==> config.mk <==
export PLATFORM = sky130hd
export DESIGN_NAME = loa_eval_ctrl
export DESIGN_NICKNAME = d
export VERILOG_FILES = /design/src/rtl/loa_eval_ctrl.sv
export SDC_FILE = /design/constraint.sdc
export NUM_CORES = 1
export LEC_CHECK = 0
export ABC_AREA = 1
export BUFFER_PORTS_ARGS = -buffer_cell sky130_fd_sc_hd__buf_2
export CAP_MARGIN = 20
export CELL_PAD_IN_SITES_DETAIL_PLACEMENT = 0
export CELL_PAD_IN_SITES_GLOBAL_PLACEMENT = 1
export CORE_MARGIN = 4
export CORE_UTILIZATION = 39
export CTS_BUF_LIST = sky130_fd_sc_hd__clkbuf_16
export CTS_CLUSTER_DIAMETER = 150
export DETAILED_ROUTE_END_ITERATION = 10
export GPL_TIMING_DRIVEN = 0
export PLACE_DENSITY_LB_ADDON = 0.1
export REMOVE_ABC_BUFFERS = 1
export SLEW_MARGIN = 20
export SYNTH_ARGS = -nofsm -noshare
export SYNTH_HDL_FRONTEND = slang
export SYNTH_SLANG_ARGS = --single-unit
==> constraint.sdc <==
create_clock -name clk -period 7 [get_ports clk]
set_input_delay 1.05 -clock clk [delete_from_list [all_inputs] [get_ports clk]]
set_output_delay 1.05 -clock clk [all_outputs]
set_load 0.01 [all_outputs]
==> src/rtl/loa_eval_ctrl.sv <==
// ---------------------------------------------------------------------------
// loa_eval_ctrl
//
// Error-characterisation sequencer for a W-bit approximate adder. A 32-bit
// Galois LFSR produces operand triples. Each triple is registered onto the
// adder-under-test inputs, and the adder's combinational result is compared
// on the following cycle against an exactly computed sum. Four run figures
// are accumulated: vectors checked, erroneous vectors, saturating sum of
// absolute error, and vectors that meet the minimum-acceptable-accuracy
// bound.
//
// Ports
//   clk          system clock
//   rst_n        asynchronous active-low reset
//   start        run request (sampled in IDLE only)
//   num_vec      vectors in the run (sampled with start)
//   seed         LFSR seed (sampled with start, 0 is replaced by 1)
//   add_a/add_b  registered operands to the adder under test
//   add_cin      registered carry-in to the adder under test
//   add_r        adder result {cout, sum}, combinational from add_a/b/cin
//   busy         high while vectors are being applied/checked
//   done         one-cycle pulse when a run completes
//   vec_cnt      vectors checked
//   err_cnt      vectors whose result differed from the exact sum
//   abs_err_sum  saturating sum of |exact - add_r|
//   ap_cnt       vectors meeting the accuracy bound
//
// Operands are sliced straight out of the LFSR word, so W must be <= 16.
// ---------------------------------------------------------------------------
module loa_eval_ctrl #(
    parameter int W       = 16,
    parameter int MAA_PCT = 90,
    parameter int CNT_W   = 32,
    parameter int SUM_W   = 48
) (
    input  logic             clk,
    input  logic             rst_n,
    input  logic             start,
    input  logic [CNT_W-1:0] num_vec,
    input  logic [31:0]      seed,
    output logic [W-1:0]     add_a,
    output logic [W-1:0]     add_b,
    output logic             add_cin,
    input  logic [W:0]       add_r,
    output logic             busy,
    output logic             done,
    output logic [CNT_W-1:0] vec_cnt,
    output logic [CNT_W-1:0] err_cnt,
    output logic [SUM_W-1:0] abs_err_sum,
    output logic [CNT_W-1:0] ap_cnt
);

    typedef enum logic [1:0] {
        S_IDLE,
        S_APPLY,
        S_CHECK,
        S_FIN
    } state_t;

    // x^32 + x^22 + x^2 + x + 1, right-shifting Galois form.
    localparam logic [31:0] LFSR_TAPS = 32'h8020_0003;

    // diff < 2^(W+1) and both multipliers are below 2^7, so W+8 bits hold
    // either product without loss.
    localparam int             PW      = W + 8;
    localparam logic [PW-1:0]  HUNDRED = PW'(100);
    localparam logic [PW-1:0]  MARGIN  = PW'(100 - MAA_PCT);

    // One spare bit above the wider of the accumulator and the addend so
    // that the overflow of a single add is always visible.
    localparam int               SW      = ((SUM_W > W + 1) ? SUM_W : W + 1) + 1;
    localparam logic [SUM_W-1:0] SUM_MAX = '1;

    state_t           state;
    state_t           state_nxt;
    logic [31:0]      lfsr;
    logic [31:0]      lfsr_nxt;
    logic [CNT_W-1:0] num_vec_q;

    logic [W:0]       exact;
    logic [W:0]       diff;
    logic [PW-1:0]    err_scaled;
    logic [PW-1:0]    err_allowed;
    logic             ap_hit;
    logic [SW-1:0]    sum_ext;
    logic             sum_sat;
    logic [CNT_W-1:0] vec_inc;
    logic             last_vec;

    // -----------------------------------------------------------------------
    // Check datapath: exact reference and error metrics for the operands
    // currently presented to the adder.
    // -----------------------------------------------------------------------
    assign exact = {1'b0, add_a} + {1'b0, add_b} + {{W{1'b0}}, add_cin};
    assign diff  = (exact >= add_r) ? (exact - add_r) : (add_r - exact);

    // Accuracy test diff/exact < (100-MAA)/100, cross-multiplied to stay in
    // integers. A zero exact sum can only be accurate if it is hit exactly.
    assign err_scaled  = PW'(diff) * HUNDRED;
    assign err_allowed = PW'(exact) * MARGIN;
    assign ap_hit      = (err_scaled < err_allowed) ||
                         ((exact == '0) && (diff == '0));

    assign sum_ext = SW'(abs_err_sum) + SW'(diff);
    assign sum_sat = (sum_ext > SW'(SUM_MAX));

    assign vec_inc  = vec_cnt + CNT_W'(1);
    assign last_vec = (vec_inc == num_vec_q);

    assign lfsr_nxt = {1'b0, lfsr[31:1]} ^ (lfsr[0] ? LFSR_TAPS : 32'h0);

    // -----------------------------------------------------------------------
    // FSM state register
    // -----------------------------------------------------------------------
    always_ff @(posedge clk or negedge rst_n) begin
        if (!rst_n) begin
            state <= S_IDLE;
        end else begin
            // NOTE: non-blocking assignment so every flop samples the
            // pre-edge values, independent of process ordering.
            state <= state_nxt;
        end
    end

    // -----------------------------------------------------------------------
    // FSM next-state and state-decoded outputs
    // -----------------------------------------------------------------------
    always_comb begin
        // NOTE: defaults first so every path assigns every output and no
        // latch is inferred.
        state_nxt = state;
        busy      = 1'b0;
        done      = 1'b0;
        case (state)
            S_IDLE: begin
                if (start) begin
                    state_nxt = (num_vec == '0) ? S_FIN : S_APPLY;
                end
            end
            S_APPLY: begin
                busy      = 1'b1;
                state_nxt = S_CHECK;
            end
            S_CHECK: begin
                busy      = 1'b1;
                state_nxt = last_vec ? S_FIN : S_APPLY;
            end
            S_FIN: begin
                done      = 1'b1;
                state_nxt = S_IDLE;
            end
            default: begin
                state_nxt = S_IDLE;
            end
        endcase
    end

    // -----------------------------------------------------------------------
    // Operand generation and accumulation
    // -----------------------------------------------------------------------
    always_ff @(posedge clk or negedge rst_n) begin
        if (!rst_n) begin
            // NOTE: all datapath registers are reset, not just the FSM: the
            // operand and counter outputs must read 0 straight out of reset.
            lfsr        <= 32'h1;
            num_vec_q   <= '0;
            add_a       <= '0;
            add_b       <= '0;
            add_cin     <= 1'b0;
            vec_cnt     <= '0;
            err_cnt     <= '0;
            abs_err_sum <= '0;
            ap_cnt      <= '0;
        end else begin
            case (state)
                S_IDLE: begin
                    if (start) begin
                        // An all-zero seed would lock the LFSR at zero.
                        lfsr        <= (seed == 32'h0) ? 32'h1 : seed;
                        num_vec_q   <= num_vec;
                        vec_cnt     <= '0;
                        err_cnt     <= '0;
                        abs_err_sum <= '0;
                        ap_cnt      <= '0;
                    end
                end
                S_APPLY: begin
                    add_a   <= lfsr[W-1:0];
                    add_b   <= lfsr[2*W-1:W];
                    add_cin <= lfsr[0] ^ lfsr[31];
                    lfsr    <= lfsr_nxt;
                end
                S_CHECK: begin
                    vec_cnt <= vec_inc;
                    if (diff != '0) begin
                        err_cnt <= err_cnt + CNT_W'(1);
                    end
                    if (ap_hit) begin
                        ap_cnt <= ap_cnt + CNT_W'(1);
                    end
                    abs_err_sum <= sum_sat ? SUM_MAX : sum_ext[SUM_W-1:0];
                end
                default: begin
                    // FIN: everything holds for the idle period.
                end
            endcase
        end
    end

endmodule
==> results of run 1 <==
[registers in the layout, summed over array words and instances (netlist names)]
name         count
add_cin          1
abs_err_sum     48
num_vec_q       32
lfsr            32
err_cnt         32
ap_cnt          32
add_a           16
state            2
add_b           16
vec_cnt         32
[repair_timing]
| item | in CTS | in global routing |
|---|---|---|
| pin swaps | 62 | 68 |
| setup buffers | 47 | 23 |
| hold endpoints to repair | 0 | 0 |
| gates resized for setup | 187 | 79 |
| cloned | 5 | 0 |
| endpoints found under the setup margin | 80 | 80 |
[cells in the mapped netlist, types with 26 or more instances]
library cell and n:
nand2_1 918, inv_1 471, dfrtp_1 242, nor2_1 216, ha_1 181, nand3_1 129
xor2_1 115, a21oi_1 113, o21ai_0 112, nand4_1 108, nor3_1 70, xnor2_1 42
clkbuf_1 41, a31oi_1 37, o22ai_1 30, nor4_1 27, a21o_1 26
[layer usage]
metal  share of wire  vias up
met5               0        -
li1                -    10400
met2            0.48      482
met4           0.034        0
met1            0.44     9758
met3           0.049      100
[kinds of logic after synthesis]
| group | count (synthesis) |
|---|---|
| simple gates | 1518 |
| flops | 243 |
| buf+inv | 552 |
| compound gates | 354 |
| xor+xnor | 158 |
| fa+ha+maj | 198 |
| mux | 2 |
[through the flow]
| stage | hold WS, ns | utilization |
|---|---|---|
| after floorplan | 0.466 | - |
| after global routing | 0.470 | 0.489 |
| after detailed placement | 0.483 | 0.434 |
| after global placement | 0.479 | 0.429 |
| after CTS | 0.448 | 0.480 |
| final | 0.439 | 0.489 |
[worst register-to-register path: cells and delay by family (launching register included)]
family,cells,cell delay (ns)
buffers and inverters,11,0.85
XOR/XNOR,3,0.64
AND/OR/NAND/NOR,19,2.08
adder cells (fa/ha/maj),8,2.53
flip-flops,1,0.40
AO/OA/AOI/OAI,4,0.48
[final timing paths]
kind / slack (ns) / depth (start not counted) / end
setup reg to reg: -0.07 / 45 / ap_cnt[31]
max in group asynchronous: 5.65 / 2 / ap_cnt[26]
setup / recovery: -0.07 / 45 / ap_cnt[31]
hold / removal: 0.44 / 1 / num_vec_q[26]
min in group clk: 0.50 / 2 / add_a[14]
hold reg to reg: 0.50 / 2 / add_a[14]
[layout make-up]
class / instances / area [µm²] / share of cell area
clock inverters: 26 / 329 / 0.0128
repair buffers: 344 / 2140 / 0.0831
flip-flops and latches: 243 / 6090 / 0.236
multi-input cells: 2235 / 13800 / 0.535
well taps: 688 / 861 / 0.0334
inverters: 475 / 1820 / 0.0705
clock buffers: 30 / 751 / 0.0291
diodes: 3 / 7.51 / 0.000291
[cell usage in the layout (no fill, tap or decap), types with 6 or more instances in the layout]
cell / count
a21o_1: 26
a21oi_1: 99
a21oi_2: 13
a31oi_1: 36
buf_16: 6
buf_2: 261
buf_4: 63
buf_6: 9
bufinv_16: 7
clkbuf_16: 30
clkinv_1: 9
clkinv_2: 8
dfrtp_1: 238
fa_1: 14
ha_1: 143
ha_4: 35
inv_1: 436
inv_2: 27
inv_4: 7
nand2_1: 862
nand2_2: 48
nand2_4: 16
nand2_8: 7
nand3_1: 115
nand3_2: 11
nand3_4: 6
nand3b_1: 16
nand4_1: 108
nor2_1: 204
nor2_2: 13
nor3_1: 70
nor4_1: 27
o21ai_0: 105
o21bai_1: 14
o22ai_1: 29
xnor2_1: 41
xor2_1: 107
==> impl_results.md, run 1 <==
- Cell area after layout: 25800 µm²
- Mux contribution to synthesized area: 0.000963
- Via count: 20700
- Clock Tree Root: clkbuf_16
- DR WL/cell: 17.6 µm
- Failing checks: setup timing
- Final setup margin: -0.0697 ns
- Buf+Inv Stages, Crit Path: 11
- Achievable clock frequency: 0.141 GHz
- Critical Path AT: 7.58 ns
- Seq/Total Area, Yosys: 0.293
- Setup repair after global routing missed its margin: yes
- Setup TNS: -1.45 ns
- Critical path's slowest cell: fa_1
- Total congestion overflow: 0
- Largest family of logic cells by synthesized area: simple AND/OR/NAND/NOR gates
- Die area: 57000 µm²
- Actual slew at the worst max-slew pin: 0.830 ns
- Initial Util: 0.395
- Detailed Route Iter0 Violations: 1059
- Area share of fa/ha/maj cells after synthesis: 0.125
- Compound-Gate Fraction of Synth Area: 0.0975
- Met2 Use GR: 0.410
- Area grow syn2layout: 24.0%
- Core Rows: 84
- Number of I/O pins: 263
- Simple-gate share of the synthesized area: 0.312
- CP startpoint: add_a[0]
- Drc violations: 0
- Yosys top cell area share: 0.291
- Xor and xnor area share after synthesis: 0.0673
- Worst-Skew Late Latency: 0.60 ns
- Non-filler cells, final: 4044
- Synth Area per Inst: 6.87 µm²
- CTS tree: done
- DP Worst Slack: -1.89 ns
- Synth cell types: 58
- DP Cell Count: 3910
- Yosys top cell by area: dfrtp_1
- Slew headroom: 0.445
- Asr flop ratio synth: 1.00
- CTS Buf Count: 30
- Post-DP HPWL: 53800 µm
- Post-synth EDFFs: 0
- Grt met3 use: 0.0435
- Synth Instances: 3025
- Min Clock Period, post-route: 7.07 ns
- Crit share post-route: 1.01
- Fill count: 5354
- Final number of setup-violating endpoints: 32
- Die width: 239 µm
- Pin count of the biggest net entering global routing: 94
- Drt pass-1 iters: 7
- Critical path endpoint category: register
- Met1 Use GR: 0.312
- WS Path Type: register to register
- Top cells by area, synth: dfrtp_1 (29%), nand2_1 (17%), ha_1 (11%)
- CP delay by family, top: adder cells
- Gpl congestion: 0.877
- Crit-path max FO: 8
- Worst setup SP type: register
- Final wirelength: 71200 µm
- Synth Flop Type: dfrtp_1
- Total GRT Usage: 0.241
- Most used cell along the critical path: inv_2
- Slew Limit Fails: 0
- Fin nets: 3611
- Worst-path clk slew: 0.06 ns
- Max clock buf depth: 3
- Vias in the first global route: 20200
- Die boundary height: 239 µm
- Post-Syn Area: 20800 µm²
- Share of layout cells above drive strength 1: 0.188
- Busiest layer in global routing: met2
- R2R Path Start: add_a[0]
- Final Hold Viols: 0
- Crit-path max cell delay: 0.55 ns
- PortBufs: 262
- Max H-tree Level: 1
- First-pass GRT wire length: 111000 µm
- Vias per cell: 5.13
- Yosys Warn Count: 0
- Post-Route Skew: 0.0361 ns
- Initial antenna violation count: 3
- Final antenna-violating net count: 0
- Hold-fix buffers, CTS: 0
- WP data required: 7.51 ns
- # clock sinks: 243
- Class of the worst hold path: input port to asynchronous set/reset pin
- Outcome: complete, but fails checks
- Core area: 52700 µm²
- Max-cap violations: 0
- Placed cell areas: 22900 µm²
- #FFs+latches synth: 243
Power of run 1 is left out: the tool's default activity adds up to more than one toggle a clock period on the data nets, which glitch-free logic cannot reach.
==> inputs of run 2 (changes only) <==
SETUP_SLACK_MARGIN = 0.05   (was default)
==> impl_results.md, run 2 (synthesis results as in run 1) <==
- Biggest register: abs_err_sum (unchanged)
- Max H-tree Level: 1 (unchanged)
- Crit share post-route: 1.01 (about the same)
- Post-Route Skew: 0.0366 ns (was 0.0361 ns)
- Via count: 20700 (about the same)
- Register Area: 6090 µm² (unchanged)
- Final Hold Viols: 0 (unchanged)
- Number of I/O pins: 263 (unchanged)
- Pin count of the biggest net entering global routing: 94 (unchanged)
- Critical path endpoint category: register (unchanged)
- Final number of setup-violating endpoints: 15 (was 32)
- Final setup margin: -0.0373 ns (was -0.0697 ns)
- Core area: 52700 µm² (unchanged)
- Final wirelength: 71400 µm (was 71200 µm)
- Crit-path max FO: 8 (unchanged)
- Gpl congestion: 0.877 (unchanged)
- Min Clock Period, post-route: 7.04 ns (was 7.07 ns)
- Actual slew at the worst max-slew pin: 0.837 ns (was 0.830 ns)
- Critical Path AT: 7.51 ns (was 7.58 ns)
- Worst setup SP type: register (unchanged)
- Met1 Use GR: 0.313 (was 0.312)
- Detailed Route Iter0 Violations: 1119 (was 1059)
- Initial Util: 0.395 (unchanged)
- Met2 Use GR: 0.411 (was 0.410)
- Commonest non-fill, non-tap cell in the layout: nand2_1 (unchanged)
- Drt pass-1 iters: 8 (was 7)
- Max FFs per register: 48 (unchanged)
- PortBufs: 262 (unchanged)
- Buf+Inv Stages, Crit Path: 10 (was 11)
- CTS Buf Count: 30 (unchanged)
- WS Path Type: register to register (unchanged)
- Area of the multi-input gates: 13900 µm² (was 13800 µm²)
- WP data required: 7.47 ns (was 7.51 ns)
- Post-DP HPWL: 53800 µm (unchanged)
- Die boundary height: 239 µm (unchanged)
- Class of the worst hold path: input port to asynchronous set/reset pin (unchanged)
- Final antenna-violating net count: 0 (unchanged)
- DR WL/cell: 17.6 µm (about the same)
- Core Rows: 84 (unchanged)
- Drc violations: 0 (unchanged)
- Slew headroom: 0.440 (was 0.445)
- CP delay by family, top: adder cells (unchanged)
- Die width: 239 µm (unchanged)
- Busiest layer in global routing: met2 (unchanged)
- Vias in the first global route: 20200 (about the same)
- Total congestion overflow: 0 (unchanged)
- Fill count: 5349 (was 5354)
- Share of layout cells above drive strength 1: 0.194 (was 0.188)
- Total GRT Usage: 0.242 (was 0.241)
- Die area: 57000 µm² (unchanged)
- Critical path's slowest cell: fa_1 (unchanged)
- Clock Tree Root: clkbuf_16 (unchanged)
- Slew Limit Fails: 0 (unchanged)
- First-pass GRT wire length: 111000 µm (about the same)
- Initial antenna violation count: 3 (unchanged)
- Worst-path clk slew: 0.06 ns (about the same)
- # clock sinks: 243 (unchanged)
- Max clock buf depth: 3 (unchanged)
- Worst hold slack: 0.440 ns (was 0.439 ns)
- Setup repair after global routing missed its margin: yes (unchanged)
- Crit-path max cell delay: 0.55 ns (about the same)
- Failing checks: setup timing (unchanged)
- Achievable clock frequency: 0.142 GHz (was 0.141 GHz)
- Worst-Skew Late Latency: 0.61 ns (was 0.60 ns)
- Hold-fix buffers, CTS: 0 (unchanged)
- Outcome: complete, but fails checks (unchanged)
- Area grow syn2layout: 24.5% (was 24.0%)
- Vias per cell: 5.11 (was 5.13)
- Most frequent cells in the layout: nand2_1 (843), inv_1 (435), buf_2 (261) (was nand2_1 (862), inv_1 (436), buf_2 (261))
- Fin nets: 3609 (was 3611)
- CTS tree: done (unchanged)
- Max-cap violations: 0 (unchanged)
- Grt met3 use: 0.0435 (unchanged)
## run 2: area by class of cell
type                       instances  share of cell area
antenna                            4            0.000387
timing repair buffer             342              0.0832
multi-input combinational       2235               0.536
clock buffer                      30              0.0290
clock inverter                    26              0.0127
tap                              688              0.0333
sequential                       243               0.235
inverter                         475              0.0702
## run 2: final timing paths
path	from	end	slack (ns)	cells past startpoint
max in group asynchronous	rst_n	ap_cnt[26]	5.65	2
min reg2reg	lfsr[14]	add_a[14]	0.50	2
min	rst_n	abs_err_sum[1]	0.44	1
min in group clk	lfsr[14]	add_a[14]	0.50	2
max reg2reg	add_a[0]	ap_cnt[20]	-0.04	46
max	add_a[0]	ap_cnt[20]	-0.04	46
## run 2: timing repair
action	in CTS	in global routing
setup endpoints to repair	80	77
gates cloned	5	0
buffers inserted	48	20
pin swaps	63	75
resized for setup	200	91
## run 2: through the flow
stage | instance area, µm² | TNS [ns] | setup slack [ns] | std cells | utilization
after detailed placement | 22900 | -73.33 | -1.89 | 3910 | 0.434
final | 25900 | -0.252 | -0.0373 | 4043 | 0.491
after global placement | 22600 | -549.89 | -4.87 | 3898 | 0.429
after CTS | 25300 | -0.411 | -0.0354 | 4019 | 0.480
after floorplan | 20400 | -13.79 | -0.431 | 2948 | -
after global routing | 25900 | -11.09 | -0.392 | 4041 | 0.491
## run 2: layer usage
layer / up-vias / wire length (µm)
li1: 10400 / -
met1: 9727 / 31400
met2: 439 / 34300
met3: 100 / 3250
met4: 0 / 2380
met5: - / 0
Power of run 2 is left out for the same reason.
==> inputs of run 3 (changes only) <==
CORE_ASPECT_RATIO = 1.2   (was default)
==> impl_results.md, run 3 (synthesis results as in run 1) <==
- Clock Tree Root: clkbuf_16 (unchanged)
- Core Rows: 92 (was 84)
- Fin util: 0.485 (was 0.491)
- Critical path endpoint category: register (unchanged)
- Core area: 52600 µm² (was 52700 µm²)
- Number of I/O pins: 263 (unchanged)
- Slew Limit Fails: 0 (unchanged)
- Critical Path AT: 7.60 ns (was 7.51 ns)
- Crit-path max FO: 8 (unchanged)
- R2R cell count: 47 (was 46)
- Worst setup SP type: register (unchanged)
- Final antenna-violating net count: 0 (unchanged)
- PortBufs: 262 (unchanged)
- CTS Buf Count: 29 (was 30)
- Share of layout cells above drive strength 1: 0.185 (was 0.194)
- Min Clock Period, post-route: 7.08 ns (was 7.04 ns)
- Class of the worst hold path: input port to asynchronous set/reset pin (unchanged)
- Worst-Skew Late Latency: 0.59 ns (was 0.61 ns)
- Total GRT Usage: 0.243 (was 0.242)
- Initial antenna violation count: 10 (was 3)
- Most used cell along the critical path: inv_2
- Final wirelength: 71600 µm (was 71400 µm)
- Outcome: complete, but fails checks (unchanged)
- Gpl congestion: 0.869 (was 0.877)
- Final setup margin: -0.0795 ns (was -0.0373 ns)
- Max-cap violations: 0 (unchanged)
- Actual slew at the worst max-slew pin: 0.733 ns (was 0.837 ns)
- Vias in the first global route: 20500 (was 20200)
- Non-filler cells, final: 4054 (was 4043)
- Drc violations: 0 (unchanged)
- Die area: 57100 µm² (was 57000 µm²)
- First-pass GRT wire length: 112000 µm (was 111000 µm)
- Setup TNS: -1.84 ns (was -0.252 ns)
- Initial Util: 0.395 (about the same)
- Failing checks: setup timing (unchanged)
- Die width: 219 µm (was 239 µm)
- Achievable clock frequency: 0.141 GHz (was 0.142 GHz)
- Crit-path max cell delay: 0.51 ns (was 0.55 ns)
- Most frequent cells in the layout: nand2_1 (842), inv_1 (447), buf_2 (261) (was nand2_1 (843), inv_1 (435), buf_2 (261))
- Area grow syn2layout: 22.8% (was 24.5%)
- Worst-path clk slew: 0.06 ns (about the same)
- Setup repair after global routing missed its margin: yes (unchanged)
- Drt pass-1 iters: 5 (was 8)
- Post-Route Skew: 0.0298 ns (was 0.0366 ns)
- Die boundary height: 261 µm (was 239 µm)
- Critical path's slowest cell: fa_1 (unchanged)
- Biggest register: abs_err_sum (unchanged)
- Pin count of the biggest net entering global routing: 96 (was 94)
- Post-DP HPWL: 54500 µm (was 53800 µm)
- WP data required: 7.53 ns (was 7.47 ns)
- Max H-tree Level: 1 (unchanged)
- Fin nets: 3600 (was 3609)
- Final Hold Viols: 0 (unchanged)
- Worst hold slack: 0.492 ns (was 0.440 ns)
- # clock sinks: 243 (unchanged)
- Via count: 20800 (was 20700)
- WS Path Type: register to register (unchanged)
- Final number of setup-violating endpoints: 32 (was 15)
- Slew headroom: 0.507 (was 0.440)
- Max FFs per register: 48 (unchanged)
- CTS tree: done (unchanged)
- Vias per cell: 5.14 (was 5.11)
- Hold-fix buffers, CTS: 0 (unchanged)
- Total congestion overflow: 0 (unchanged)
- Commonest non-fill, non-tap cell in the layout: nand2_1 (unchanged)
- Max clock buf depth: 3 (unchanged)
- DP Cell Count: 3927 (was 3910)
- Crit share post-route: 1.01 (about the same)
- Detailed Route Iter0 Violations: 1182 (was 1119)
- DR WL/cell: 17.6 µm (about the same)
run 3: per-layer routing:
metal  wire [µm]  track usage  part of all wire
met1       30400        0.303              0.42
met5          22            0           0.00031
met3        3410       0.0374             0.048
met2       35600        0.435              0.50
met4        2200       0.0706             0.031
run 3: path summary, 6_finish.rpt:
check / start / slack (ns) / end
max: add_a[0] / -0.08 / ap_cnt[10]
min: rst_n / 0.49 / abs_err_sum[11]
max reg2reg: add_a[0] / -0.08 / ap_cnt[10]
min reg2reg: lfsr[15] / 0.50 / add_a[15]
max in group asynchronous: rst_n / 5.21 / err_cnt[8]
min in group clk: lfsr[15] / 0.50 / add_a[15]
run 3: cell type report:
class	instances	area, µm²
Antenna cell	8	20.0
Clock buffer	29	726
Clock inverter	25	116
Fill cell	5496	27100
Inverter	475	1810
Multi-Input combinational cell	2237	13800
Sequential cell	243	6080
Tap cell	705	882
Timing Repair Buffer	332	2090
run 3: what timing repair did:
| action | 4_1_cts | 5_1_grt |
|---|---|---|
| pin swaps | 81 | 44 |
| buffers inserted | 47 | 11 |
| cloned | 5 | 2 |
| resized for setup | 211 | 66 |
| endpoints found under the setup margin | 80 | 79 |
run 3: critical path, delay by kind of cell (launching register included):
kind	cells	cell delay (ns)
AO/OA/AOI/OAI	5	0.76
flip-flops	1	0.38
adder cells (fa/ha/maj)	8	2.37
XOR/XNOR	2	0.37
AND/OR/NAND/NOR	22	2.34
buffers and inverters	10	0.77
run 3: stage by stage:
stage	setup slack, ns	cell area, µm²
after floorplan	-0.431	20400
after global placement	-4.03	22600
after detailed placement	-2.16	22900
after CTS	-0.141	25200
after global routing	-0.422	25500
final	-0.0795	25500
Power of run 3 is left out for the same reason.
